--- config.mk ---
export PLATFORM = sky130hd
export DESIGN_NAME = move_input_ctrl
export DESIGN_NICKNAME = d
export VERILOG_FILES = /design/src/rtl/move_input_ctrl.sv
export SDC_FILE = /design/constraint.sdc
export NUM_CORES = 1
export LEC_CHECK = 0
export BUFFER_PORTS_ARGS = -buffer_cell sky130_fd_sc_hd__buf_2
export CAP_MARGIN = 20
export CORE_MARGIN = 2
export CORE_UTILIZATION = 50
export CTS_CLUSTER_SIZE = 14
export DETAILED_ROUTE_END_ITERATION = 10
export PLACE_DENSITY = 0.7
export SKIP_LAST_GASP = 1
export SYNTH_ARGS = -nofsm -noshare
export SYNTH_HDL_FRONTEND = slang
export SYNTH_SLANG_ARGS = --single-unit
--- constraint.sdc ---
create_clock -name clk -period 3.6 [get_ports clk]
set_input_delay 0.36 -clock clk [delete_from_list [all_inputs] [get_ports clk]]
set_output_delay 0.36 -clock clk [all_outputs]
set_load 0.005 [all_outputs]
--- src/rtl/move_input_ctrl.sv ---
// Player-input front end: synchronises and debounces buttons, moves a 3x3 cursor, and issues moves to gameController.
// Optional CURSOR_WRAP_EN: cursor wraps at the board edges instead of saturating.
module move_input_ctrl #(
    parameter int unsigned DEBOUNCE_CYCLES = 4,
    parameter int unsigned CNT_W           = 8
) (
    input  logic        clk,
    input  logic        reset,
    input  logic        btnUp,
    input  logic        btnDown,
    input  logic        btnLeft,
    input  logic        btnRight,
    input  logic        btnSel,
    input  logic [17:0] gBoard,
    input  logic        gameIsDone,
    output logic        playerWrite,
    output logic [3:0]  playerInput,
    output logic [3:0]  cursor,
    output logic        moveReject
);

    localparam int unsigned NBTN   = 5;
    localparam int unsigned CELL_W = 4;
    localparam int unsigned POS_W  = 2;
    localparam int unsigned B_SEL  = 4;
    localparam int unsigned B_UP   = 3;
    localparam int unsigned B_DOWN = 2;
    localparam int unsigned B_LEFT = 1;
    localparam int unsigned B_RGHT = 0;

`ifdef CURSOR_WRAP_EN
    localparam logic [POS_W-1:0] DEC_EDGE = 2'd2;
    localparam logic [POS_W-1:0] INC_EDGE = 2'd0;
`else
    localparam logic [POS_W-1:0] DEC_EDGE = 2'd0;
    localparam logic [POS_W-1:0] INC_EDGE = 2'd2;
`endif

    typedef enum logic [1:0] {READY, WRITE, HOLD} state_e;

    state_e              state_q, state_d;
    logic [NBTN-1:0]     btn_raw;
    logic [NBTN-1:0]     sync1_q, sync2_q;
    logic [NBTN-1:0]     deb_q, deb_d, deb_prev_q;
    logic [NBTN-1:0]     press;
    logic [CNT_W-1:0]    cnt_q [NBTN];
    logic [CNT_W-1:0]    cnt_d [NBTN];
    logic [POS_W-1:0]    row_q, row_d, col_q, col_d;
    logic [CELL_W-1:0]   cursor_q, cursor_d;
    logic [CELL_W-1:0]   input_q, input_d;
    logic                write_q, write_d;
    logic                reject_q, reject_d;
    logic                occupied;

    assign btn_raw  = {btnSel, btnUp, btnDown, btnLeft, btnRight};
    assign press    = deb_q & ~deb_prev_q;
    assign occupied = |gBoard[{cursor_q, 1'b0} +: 2];

    // Debounce: level follows the synchroniser only after a stable run of DEBOUNCE_CYCLES.
    always_comb begin
        deb_d = deb_q;
        for (int i = 0; i < int'(NBTN); i++) begin
            cnt_d[i] = '0;
            if (sync2_q[i] != deb_q[i]) begin
                if (cnt_q[i] == CNT_W'(DEBOUNCE_CYCLES - 1)) begin
                    deb_d[i] = sync2_q[i];
                end else begin
                    cnt_d[i] = cnt_q[i] + CNT_W'(1);
                end
            end
        end
    end

    always_comb begin
        state_d  = state_q;
        row_d    = row_q;
        col_d    = col_q;
        input_d  = input_q;
        write_d  = 1'b0;
        reject_d = 1'b0;
        case (state_q)
            READY: begin
                if (press[B_SEL]) begin
                    if (gameIsDone || occupied) begin
                        reject_d = 1'b1;
                        state_d  = HOLD;
                    end else begin
                        write_d = 1'b1;
                        input_d = cursor_q;
                        state_d = WRITE;
                    end
                end else if (press[B_UP]) begin
                    row_d = (row_q == 2'd0) ? DEC_EDGE : row_q - 2'd1;
                end else if (press[B_DOWN]) begin
                    row_d = (row_q == 2'd2) ? INC_EDGE : row_q + 2'd1;
                end else if (press[B_LEFT]) begin
                    col_d = (col_q == 2'd0) ? DEC_EDGE : col_q - 2'd1;
                end else if (press[B_RGHT]) begin
                    col_d = (col_q == 2'd2) ? INC_EDGE : col_q + 2'd1;
                end
            end
            WRITE:   state_d = HOLD;
            HOLD:    if (!deb_q[B_SEL]) state_d = READY;
            default: state_d = READY;
        endcase
        cursor_d = CELL_W'({row_d, 1'b0}) + CELL_W'(row_d) + CELL_W'(col_d);
    end

    always_ff @(posedge clk or negedge reset) begin
        if (!reset) begin
            state_q <= READY;
        end else begin
            state_q <= state_d;
        end
    end

    always_ff @(posedge clk or negedge reset) begin
        if (!reset) begin
            sync1_q    <= '0;
            sync2_q    <= '0;
            deb_q      <= '0;
            deb_prev_q <= '0;
            for (int i = 0; i < int'(NBTN); i++) cnt_q[i] <= '0;
            row_q      <= '0;
            col_q      <= '0;
            cursor_q   <= '0;
            input_q    <= '0;
            write_q    <= 1'b0;
            reject_q   <= 1'b0;
        end else begin
            sync1_q    <= btn_raw;
            sync2_q    <= sync1_q;
            deb_q      <= deb_d;
            deb_prev_q <= deb_q;
            for (int i = 0; i < int'(NBTN); i++) cnt_q[i] <= cnt_d[i];
            row_q      <= row_d;
            col_q      <= col_d;
            cursor_q   <= cursor_d;
            input_q    <= input_d;
            write_q    <= write_d;
            reject_q   <= reject_d;
        end
    end

    assign playerWrite = write_q;
    assign playerInput = input_q;
    assign cursor      = cursor_q;
    assign moveReject  = reject_q;

endmodule

# Yosys cells after proc, flatten, opt, wreduce, memory -nomap -nowiden
# Cells that the tools add are included.
# classes
n_addsub	11
n_eq_ne	16
shifts	1
muxes	34
bitwise	3
n_reduce_logical	12
# op_table
cell	n
2-to-1 mux 8 bit	10
adder 8 x 1 -> 8 bit, second input constant	5
equality test 8 x 2 -> 1 bit, second input constant	5
2-to-1 mux 2 bit	17
indexed part select 18 x 6 -> 2 bit	1
AND reduction 2 bit	6
equality test 2 bit, second input constant	3
logical NOT 2 bit	3
2-to-1 mux 1 bit	6
one-hot mux 2 bit (3 select lines)	1
AND 5 bit	1
inequality test 1 bit	5
NOT 5 bit	1
adder 2 x 1 -> 2 bit, second input constant	2
adder 3 x 2 -> 4 bit	1
adder 4 x 2 -> 4 bit	1
inequality test 2 bit, second input constant	2
subtractor 2 x 1 -> 2 bit, second input constant	2
AND reduction 3 bit	1
equality test 2 x 1 -> 1 bit, second input constant	1
OR reduction 2 bit	1
logical OR 1 bit	1
NOT 1 bit	1
# word_totals
regBits	76
inputBits	26
out_inout_bits	10

# Logic depth before layout (Yosys ltp)
# logic_depth
word_depth	9
ltp_mapped	9

# Worst setup path before layout
# Ideal clock, no wire load.
# synth_timing
path_type	register to register
start	register deb_q[4]
end	register cursor_q[2], in the netlist cursor[2]
t_arrival_ns	2.410
slack_ns	1.055
path_stages_with_launch	10
path_buffers	0
synth_period_minus_slack_ns	2.545
path_cell_list	dfrtp_1 -> nor2b_1 -> nor3_1 -> nand2_1 -> a21oi_1 -> o22ai_1 -> fa_1 -> inv_1 -> ha_1 -> fa_1
# synth_between
elab_chain_cells	5
word_cells_on_any_way	7
# synth_lines
item	line	text
from (decl)	44	logic [NBTN-1:0] deb_q, deb_d, deb_prev_q;
from (signal assigned)	121	deb_q <= '0;
from (signal assigned)	133	deb_q <= deb_d;
AND 5 bit *	56	assign press = deb_q & ~deb_prev_q;
2-to-1 mux 2 bit	83	if (press[B_SEL]) begin
2-to-1 mux 2 bit	81	case (state_q)
adder 3 x 2 -> 4 bit	106	cursor_d = CELL_W'({row_d, 1'b0}) + CELL_W'(row_d) + CELL_W'(col_d);
adder 4 x 2 -> 4 bit *	106	
named net cursor_d[2]	49	logic [CELL_W-1:0] cursor_q, cursor_d;
to (signal assigned)	138	cursor_q <= cursor_d;
to (decl)	49	
# Mark *: on every way through the listed nets, which the timed path passes. The rest lies on a longest branch.
# A chain may end at the register's enable or synchronous reset.

# Worst setup path in the final report
# Ends and elaborated chain as after synthesis.

==> impl_metrics.py <==
metrics = {
    "synth": {
        "ys_warn_count": 0,
        "synth.most_common_cell": "dfrtp_1",
        "synth_nets": 327,
        "syn_area_per_cell_sq_um": 11.6,
        "netlist_area_sq_um": 3310,
        "synth-main-ff-cell": "dfrtp_1",
        "synth_top_area_share_pct": 57.4,
        "synth_common_cells": "76 x dfrtp_1, 42 x nor2_1, 25 x xor2_1",
        "ys_seq_area_share_pct": 57.4,
        "synth-seq-cells": 76,
        "synthArstFlopShare_pct": 100,
        "synth_cells": 286,
        "synth_cell_types": 32,
        "yosysTopAreaCell": "dfrtp_1",
        "ys_top_cells_by_area": "dfrtp_1 57%, xor2_1 6.6%, ha_1 4.9%",
        "synth-edff-count": 0,
    },
    "floorplan": {
        "core_sq_um": 6390,
        "initial_core_util_pct": 51.9,
        "placementRows": 29,
        "die_x_um": 85.4,
        "die-area_sq_um": 7300,
        "io_pins": 36,
        "die_h_um": 85.4,
    },
    "cells_and_area": {
        "n_antenna_cell": 0,
        "drive_above_1_share_pct": 18.4,
        "final_cells": 414,
        "fin_area_sq_um": 3790,
        "seq_area_sq_um": 1900,
        "areaGrowthSynthToFinish_pct": 14.3,
        "multi_input_area_sq_um": 1380,
        "fillers": 551,
        "final_nets": 373,
    },
    "global_route": {
        "grt_util_all_layers_pct": 15.5,
        "grt-ovfl-total": 0,
        "antenna_found_initial": 0,
        "first_global_vias": 2054,
        "grt_pass1_wl_um": 8910,
        "grt_max_degree": 77,
    },
    "placement": {
        "hpwlAfterDp_um": 3500,
        "place_inst": 398,
        "place_area_sq_um": 3590,
        "portBuffers": 35,
        "globalplace.congestion": 0.796,
    },
    "sta": {
        "worst_pin_slew_ns": 0.894,
        "setup_viol": 0,
        "post-route-min-period_ns": 2.75,
        "final_max_slew_viol_count": 0,
        "clock_skew_ns": 0.0138,
        "tns_ns": 0,
        "finalCritPeriodShare_pct": 76.5,
        "rsz0062_at_grt": "false",
        "finalHoldViolCount": 0,
        "slew_headroom_pct": 40.4,
        "fmax_ghz": 0.363,
        "hold-worst-slack_ns": 0.116,
    },
    "cts": {
        "cts_tree": "yes",
        "clock_latency_ns": 0.35,
        "cts-root-buf": "clkbuf_8",
        "cts_resized": 0,
        "cts_setup_buffers": 0,
        "numCtsBuffers": 9,
        "clk_path_buf_depth": 2,
        "clock_sinks": 76,
        "path_clk_slew_ns": 0.08,
        "htree_levels": 3,
        "postCtsHoldBufs": 0,
    },
    "worst_hold_path": {
        "hold_class": "input port to register",
    },
    "run_status": {
        "status": "completed",
    },
    "worst_setup_path": {
        "crit_arrival_ns": 2.98,
        "critPathRequiredTime_ns": 3.83,
        "cp_max_fo": 5,
        "critPathCaptureType": "register",
        "reg2reg_slack_ns": 0.85,
        "cp-start-kind": "register",
        "path_class": "register to register",
    },
    "routing": {
        "drtAntennaViolNets": 0,
        "post_drt_via_cell_ratio": 5.21,
        "drc": 0,
        "routed_wl_um": 4980,
        "num_vias": 2156,
        "dr.pass1.iters": 4,
        "post_drt_wl_per_cell_um": 12.0,
        "drt_iter0_drc": 105,
    },
    "power": {
        "p_leak_nw": 1.81,
        "vdd_ir_drop_max_mv": 0.377,
        "power_density_nw_per_um2": 718,
    },
    "flow_run": {
        "cap_violations": 0,
    },
}
## placed cells by master (no fill, tap or decap), types with 2 or more instances in the layout
master	Yosys	layout
nor3_1	10	10
nand2_1	16	16
clkbuf_8	0	9
o21ai_0	3	3
xor2_1	25	25
mux2i_1	2	2
clkinv_4	0	2
clkinvlp_4	0	2
dfrtp_1	76	76
xnor2_1	10	10
nand2b_1	5	5
o22ai_1	2	2
mux2_2	9	9
nor2_1	42	42
nand3_1	20	20
nor4b_1	5	5
and3_1	12	12
buf_2	0	34
inv_1	8	8
o21a_1	3	3
a21oi_1	3	3
fa_1	2	2
nor2b_1	2	2
ha_1	13	13
o22a_1	4	4
nor4_1	4	4
## critical path, cell delays in order (launching register included)
cell and delay (ns):
dfrtp_1 0.42, nor2b_1 0.16, nor3_1 0.29, nand2_1 0.17
a21oi_1 0.25, o22ai_1 0.15, fa_1 0.54, inv_1 0.04
ha_1 0.19, fa_1 0.42
## flip-flops by register name, summed over array words and instances, names as in the netlist
signal / cells
sync1_q: 5
col_q: 2
cursor: 4
moveReject: 1
playerInput: 4
cnt_q: 40
playerWrite: 1
deb_q: 5
deb_prev_q: 5
sync2_q: 5
state_q: 2
row_q: 2
## routing by layer
layer  global-route usage (%)  wire length, um  vias to the layer above
li1                         -                -                     1075
met1                     20.3             2380                     1025
met2                     23.8             2220                       46
met3                     3.79              254                       10
met4                     8.80              124                        0
met5                        0                0                        -
## path summary, 6_finish.rpt
| path | start | endpoint | depth (start not counted) |
|---|---|---|---|
| min in group asynchronous | reset | cnt_q[6] | 1 |
| worst max register to register | deb_q[4] | cursor[2] | 9 |
| worst max-delay path | deb_q[4] | cursor[2] | 9 |
| max in group asynchronous | reset | row_q[0] | 1 |
| worst min-delay path | btnLeft | sync1_q[1] | 1 |
| worst min register to register | sync1_q[2] | sync2_q[2] | 0 |
## logic make-up after synthesis
kind of cell             synth area share, %
buffers and inverters                  0.906
adder cells (fa/ha/maj)                 6.12
multiplexers                            3.66
XOR/XNOR                                9.25
flip-flops                              57.4
AND/OR/NAND/NOR                         19.1
AO/OA/AOI/OAI                           3.55
## cell type report
class                      instances  area share, %
clock buffer                       9           3.27
clock inverter                     7           2.01
inverter                           8          0.793
multi-input combinational        202           36.5
sequential                        76           50.2
tap                               77           2.54
timing repair buffer              35           4.69
## report_power, final
group          switching [mW]  internal, mW  leakage, nW
registers               0.178          1.06        0.985
clock network           0.315         0.323       0.0958
logic                   0.455         0.385        0.733
## through the flow
| step | utilization (%) | worst slack, ns | total power, mW |
|---|---|---|---|
| detailed placement | 56.2 | 0.821 | 2.12 |
| finish | 59.3 | 0.847 | 2.72 |
| CTS | 59.3 | 0.832 | 2.77 |
| floorplan | - | 1.05 | 1.85 |
| global route | 59.3 | 0.696 | 2.96 |
| global placement | 56.2 | 0.925 | 2.07 |
Note: power is estimated with default switching activity, not from simulation.
